**config.mk**
```make
export PLATFORM = sky130hd
export DESIGN_NAME = llc_input_arbiter
export DESIGN_NICKNAME = d
export VERILOG_FILES = /design/src/rtl/llc_input_arbiter_pkg.sv /design/src/rtl/llc_inflight_tracker.sv /design/src/rtl/llc_input_arbiter.sv
export SDC_FILE = /design/constraint.sdc
export NUM_CORES = 1
export LEC_CHECK = 0
export BUFFER_PORTS_ARGS = -buffer_cell sky130_fd_sc_hd__buf_2
export CAP_MARGIN = 40
export CORE_MARGIN = 2
export CORE_UTILIZATION = 45
export DETAILED_ROUTE_END_ITERATION = 8
export PLACE_DENSITY = 0.73
export SLEW_MARGIN = 40
export SYNTH_ARGS = -nofsm -noshare
export SYNTH_HDL_FRONTEND = slang
export SYNTH_HIERARCHICAL = 1
export SYNTH_SLANG_ARGS = --single-unit
```
**constraint.sdc**
```tcl
create_clock -name clk -period 3 [get_ports clk]
set_clock_uncertainty 0.1 [all_clocks]
set_input_delay 0.3 -clock clk [delete_from_list [all_inputs] [get_ports clk]]
set_output_delay 0.3 -clock clk [all_outputs]
set_load 0.005 [all_outputs]
```
**src/rtl/llc_input_arbiter_pkg.sv**
```systemverilog
// llc_input_arbiter_pkg: shared types and constants for the LLC input arbiter.
package llc_input_arbiter_pkg;
  localparam int LLC_ARB_MAX_INFLIGHT = 4;
  localparam int LLC_ARB_SET_BITS = 9;
  typedef enum logic [1:0] {
    ARB_RST = 2'd0,
    ARB_RSP = 2'd1,
    ARB_REQ = 2'd2,
    ARB_DMA = 2'd3
  } llc_arb_src_t;
  typedef struct packed {
    logic                        valid;
    logic [LLC_ARB_SET_BITS-1:0] set;
    llc_arb_src_t                src;
  } llc_arb_entry_t;
endpackage

```
**src/rtl/llc_inflight_tracker.sv**
```systemverilog
// llc_inflight_tracker: in-order circular buffer of in-flight lookups with occupancy count,
// sticky underflow flag and set-hazard matching against req/dma entries.
module llc_inflight_tracker
  import llc_input_arbiter_pkg::*;
#(
  parameter int SET_BITS     = 9,
  parameter int MAX_INFLIGHT = LLC_ARB_MAX_INFLIGHT,
  parameter int CNT_BITS     = $clog2(MAX_INFLIGHT) + 1
) (
  input  logic                clk,
  input  logic                rst,
  input  logic                alloc_i,
  input  logic [SET_BITS-1:0] alloc_set_i,
  input  llc_arb_src_t        alloc_src_i,
  input  logic                retire_i,
  input  logic [SET_BITS-1:0] req_set_i,
  input  logic [SET_BITS-1:0] dma_set_i,
  output logic [CNT_BITS-1:0] cnt_o,
  output logic [CNT_BITS-1:0] cnt_eff_o,
  output logic                retire_err_o,
  output logic                req_hit_o,
  output logic                dma_hit_o
);
  localparam int PW = $clog2(MAX_INFLIGHT);
  logic [MAX_INFLIGHT-1:0] vld_q;
  logic [SET_BITS-1:0]     set_q [MAX_INFLIGHT];
  llc_arb_src_t            src_q [MAX_INFLIGHT];
  logic [PW-1:0]           wr_q, rd_q;
  logic [CNT_BITS-1:0]     cnt_q, cnt_d;
  logic                    err_q;
  logic                    ret_ok;
  logic [MAX_INFLIGHT-1:0] eff;
  // The entry retiring this cycle no longer blocks anything.
  always_comb begin
    ret_ok    = retire_i && cnt_q != '0;
    cnt_eff_o = cnt_q - CNT_BITS'(ret_ok);
    cnt_d     = cnt_eff_o + CNT_BITS'(alloc_i);
    eff       = vld_q;
    if (ret_ok) eff[rd_q] = 1'b0;
    req_hit_o = 1'b0;
    dma_hit_o = 1'b0;
    for (int i = 0; i < MAX_INFLIGHT; i++) begin
      req_hit_o |= eff[i] && (src_q[i] inside {ARB_REQ, ARB_DMA}) && set_q[i] == req_set_i;
      dma_hit_o |= eff[i] && (src_q[i] inside {ARB_REQ, ARB_DMA}) && set_q[i] == dma_set_i;
    end
  end
  // Allocation is applied after retirement so a full-buffer swap keeps the new entry valid.
  always_ff @(posedge clk) begin
    if (rst) begin
      vld_q <= '0;
      wr_q  <= '0;
      rd_q  <= '0;
      cnt_q <= '0;
      err_q <= 1'b0;
    end else begin
      if (ret_ok) begin
        vld_q[rd_q] <= 1'b0;
        rd_q        <= rd_q + 1'b1;
      end
      if (alloc_i) begin
        vld_q[wr_q] <= 1'b1;
        set_q[wr_q] <= alloc_set_i;
        src_q[wr_q] <= alloc_src_i;
        wr_q        <= wr_q + 1'b1;
      end
      cnt_q <= cnt_d;
      if (retire_i && cnt_q == '0) err_q <= 1'b1;
    end
  end
  assign cnt_o        = cnt_q;
  assign retire_err_o = err_q;
endmodule

```
**src/rtl/llc_input_arbiter.sv**
```systemverilog
// llc_input_arbiter: fixed-priority (rst_tb > rsp > req/dma round-robin) scheduler into the set-lookup pipeline.
// Optional LLC_ARB_STATS_EN adds per-source grant counters and a hazard-stall counter.
module llc_input_arbiter
  import llc_input_arbiter_pkg::*;
#(
  parameter int SET_BITS     = 9,
  parameter int MAX_INFLIGHT = LLC_ARB_MAX_INFLIGHT,
  parameter int CNT_BITS     = $clog2(MAX_INFLIGHT) + 1
) (
  input  logic                clk,
  input  logic                rst,
  input  logic                rst_tb_valid,
  output logic                rst_tb_ready,
  input  logic                rsp_valid,
  output logic                rsp_ready,
  input  logic [SET_BITS-1:0] rsp_set,
  input  logic                req_valid,
  output logic                req_ready,
  input  logic [SET_BITS-1:0] req_set,
  input  logic                dma_valid,
  output logic                dma_ready,
  input  logic [SET_BITS-1:0] dma_set,
  output logic                grant_valid,
  input  logic                grant_ready,
  output logic [1:0]          grant_src,
  output logic [SET_BITS-1:0] grant_set,
  input  logic                retire_valid,
  output logic [CNT_BITS-1:0] inflight_cnt,
`ifdef LLC_ARB_STATS_EN
  input  logic [2:0]          stats_sel,
  output logic [31:0]         stats_data,
`endif
  output logic                retire_err
);
  logic                gv_q;
  llc_arb_src_t        src_q, win;
  logic [SET_BITS-1:0] set_q, win_set;
  logic                rr_q, rr_d;
  logic [CNT_BITS-1:0] cnt_eff;
  logic                req_hit, dma_hit;
  logic                load_ok, rst_el, req_el, dma_el, any_el, acc;
  llc_inflight_tracker #(
    .SET_BITS    (SET_BITS),
    .MAX_INFLIGHT(MAX_INFLIGHT),
    .CNT_BITS    (CNT_BITS)
  ) u_trk (
    .clk         (clk),
    .rst         (rst),
    .alloc_i     (acc),
    .alloc_set_i (win_set),
    .alloc_src_i (win),
    .retire_i    (retire_valid),
    .req_set_i   (req_set),
    .dma_set_i   (dma_set),
    .cnt_o       (inflight_cnt),
    .cnt_eff_o   (cnt_eff),
    .retire_err_o(retire_err),
    .req_hit_o   (req_hit),
    .dma_hit_o   (dma_hit)
  );
  always_comb begin
    load_ok = (!gv_q || grant_ready) && cnt_eff < CNT_BITS'(MAX_INFLIGHT);
    rst_el  = rst_tb_valid && cnt_eff == '0;
    req_el  = req_valid && !req_hit;
    dma_el  = dma_valid && !dma_hit;
    any_el  = rst_el || rsp_valid || req_el || dma_el;
    win     = rst_el ? ARB_RST : rsp_valid ? ARB_RSP :
              (req_el && dma_el) ? (rr_q ? ARB_DMA : ARB_REQ) :
              req_el ? ARB_REQ : ARB_DMA;
    win_set = win == ARB_RSP ? rsp_set : win == ARB_REQ ? req_set :
              win == ARB_DMA ? dma_set : '0;
    acc          = !rst && load_ok && any_el;
    rst_tb_ready = acc && win == ARB_RST;
    rsp_ready    = acc && win == ARB_RSP;
    req_ready    = acc && win == ARB_REQ;
    dma_ready    = acc && win == ARB_DMA;
    rr_d = rr_q ^ (acc && (win inside {ARB_REQ, ARB_DMA}) && req_el && dma_el);
  end
  always_ff @(posedge clk) begin
    if (rst) begin
      gv_q  <= 1'b0;
      src_q <= ARB_RST;
      set_q <= '0;
      rr_q  <= 1'b0;
    end else begin
      rr_q <= rr_d;
      if (acc) begin
        gv_q  <= 1'b1;
        src_q <= win;
        set_q <= win_set;
      end else if (grant_ready) begin
        gv_q <= 1'b0;
      end
    end
  end
  assign grant_valid = gv_q;
  assign grant_src   = src_q;
  assign grant_set   = set_q;
`ifdef LLC_ARB_STATS_EN
  logic [31:0] gcnt_q [4];
  logic [31:0] hz_q;
  logic        hz_stall;
  assign hz_stall = (req_valid && req_hit) || (dma_valid && dma_hit);
  always_ff @(posedge clk) begin
    if (rst) begin
      for (int i = 0; i < 4; i++) gcnt_q[i] <= '0;
      hz_q <= '0;
    end else begin
      if (acc && gcnt_q[win] != '1) gcnt_q[win] <= gcnt_q[win] + 1'b1;
      if (hz_stall && hz_q != '1) hz_q <= hz_q + 1'b1;
    end
  end
  assign stats_data = !stats_sel[2] ? gcnt_q[stats_sel[1:0]] : stats_sel == 3'd4 ? hz_q : '0;
`endif
endmodule

```
==> run summary <==
TritonCTS Buffers - 9
Crit end category - output pin
Clock Latency Late Sink - 0.34 ns
Warnings, synthesis - 6
Final Critical Period - 2.96 ns
CP bufs+invs - 1
# clock sinks - 65
Pwr per Cell Area - 721 nW/um2
Post-DRT Antenna Nets - 0
Num rows - 32
Initial antenna violation count - 0
Total global routing overflow - 0
Worst hold-check path type - in2reg
WL final - 8.97 mm
Pre-antenna DRT Iters - 4
Required time worst endpoint - 2.60 ns
DP Worst Slack - 0.0465 ns
Largest net degree at the start of global routing - 21
Drt via density - 5.25
Max Root-Sink Buffers - 2
RSZ-0062 raised after global routing - true
Maxcap violations - 0
CP max stage delay - 0.41 ns
Final WS setup - 0.0435 ns
TritonCTS clock tree - yes
Pins Over Slew Limit - 0
Crit Path Class - reg2out
Die width - 92.8 um
Worst Tran Pin Value - 0.457 ns
CTS root buf - clkbuf_8
Via Count - 2,603
Crit-path cells - xor2_1, nor4_1, nand4_1, o22a_1, o211ai_1, nor2b_2, a211o_1, nor3_4, buf_2
Max transition margin - 0.696
P_leak - 1.77 nW
Worst setup SP type - flop
Post-DR wirelength/cell - 18.1 um
Peak VDD IR - 0.000415 V
Clk slew on worst S/H paths - 0.07 ns
Mean Syn Cell Area - 11.7 um2
Core Footprint - 7690 um2
Final setup viols - 0
HPWL after DPL - 6.66 mm
Crit share post-route - 0.986
Final Power - 3.20 mW
1st-iter DRT viols - 188
Port bufs - 54
DRC Markers - 0
Vias in the first global route - 2,676
Fillers - 652
Final Wtd Congestion - 0.811
Peak Freq - 0.338 GHz
CP max stage cell - edfxtp_1
Status - completed
Fraction of layout cells with a size suffix above 1 - 0.345
Initial Util - 0.462
Mapped Area - 3550 um2
Most frequent cells in the layout - buf_2, xor2_1, edfxtp_1
Antenna cell count - 0
Final hold vios - 0
CP arrival - 2.56 ns
Io pins - 55
P&R area growth vs syn - 24.8%
Total track usage - 0.221
Syn Nets - 350
DIE AREA - 8620 um2
CP Max Fanout - 2
Chip height - 92.8 um
Cells after synthesis - 303
Htree depth - 3
Layout Nets - 436
First-pass GRT wire length - 14.2 mm
Top Family by Delay on Critical Path - simple AND/OR/NAND/NOR gates
final cells by class:
cell class                 instances  area (um2)  share of cell area
inverter                          11        43.8             0.00988
timing repair buffer              82         484               0.109
tap                              102         128              0.0288
clock inverter                     6        57.6              0.0130
clock buffer                      10         138              0.0310
multi-input combinational        220        1880               0.424
sequential                        65        1700               0.384
worst register-to-register path, cell delays in order, from the launching register on:
cell      delay (ns)
edfxtp_1        0.41
xor2_1          0.16
nor4_1          0.33
nand4_1         0.17
o22a_1          0.23
o211ai_1        0.16
nand2b_4        0.22
nand2_4         0.07
o21ai_4         0.26
inv_4           0.09
ha_1            0.21
ha_1            0.18
xnor2_1         0.16
nor2_1          0.06
per-layer routing:
metal	wire, um	part of all wire	GRT usage	vias up
li1	-	-	-	1244
met1	4170	0.46	0.316	1239
met2	3930	0.44	0.330	100
met3	606	0.068	0.0382	20
met4	269	0.030	0.0968	0
met5	0	0	0	-
registers in the layout (all words and copies together) (netlist names):
name / flops
u_trk/src_q: 4
u_trk/rd_q: 2
u_trk/retire_err_o: 1
u_trk/wr_q: 2
u_trk/set_q: 36
u_trk/cnt_o: 3
grant_src: 2
rr_q: 1
u_trk/vld_q: 4
grant_valid: 1
grant_set: 9
through the flow:
step | hold slack, ns | std cells | TNS (ns) | instance area [um2] | util
after floorplan | 0.269 | 303 | 0 | 3580 | -
after global placement | 0.344 | 474 | 0 | 4110 | 0.534
after detailed placement | 0.341 | 474 | 0 | 4110 | 0.534
after CTS | 0.0910 | 495 | 0 | 4370 | 0.569
after global routing | 0.129 | 496 | -0.0983 | 4430 | 0.577
final | 0.105 | 496 | 0 | 4430 | 0.577
path summary, 6_finish.rpt:
check | cells after the start | slack, ns | to | start
worst min-delay path | 3 | 0.10 | u_trk/retire_err_o$_SDFFE_PP0P_ | retire_valid
worst max register to register | 13 | 0.06 | u_trk/cnt_o[2]$_SDFF_PP0_ | u_trk/set_q[2][8]$_DFFE_PP_
worst max-delay path | 9 | 0.04 | req_ready | u_trk/set_q[2][8]$_DFFE_PP_
worst min register to register | 1 | 0.36 | grant_set[8]$_SDFFE_PP0N_ | grant_set[8]$_SDFFE_PP0N_
power by group:
group          switching [mW]  internal, mW
clock                   0.341         0.399
combinational           0.649         0.529
sequential              0.101          1.18
total                    1.09          2.10
timing repair:
action | in CTS | in global routing
buffers inserted | 6 | 3
cloned | 0 | 0
setup endpoints to repair | 2 | 89
resized for setup | 7 | 16
pin swaps | 10 | 12
hold buffers | 0 | 0
No activity file was read; power rests on OpenSTA's default activity.
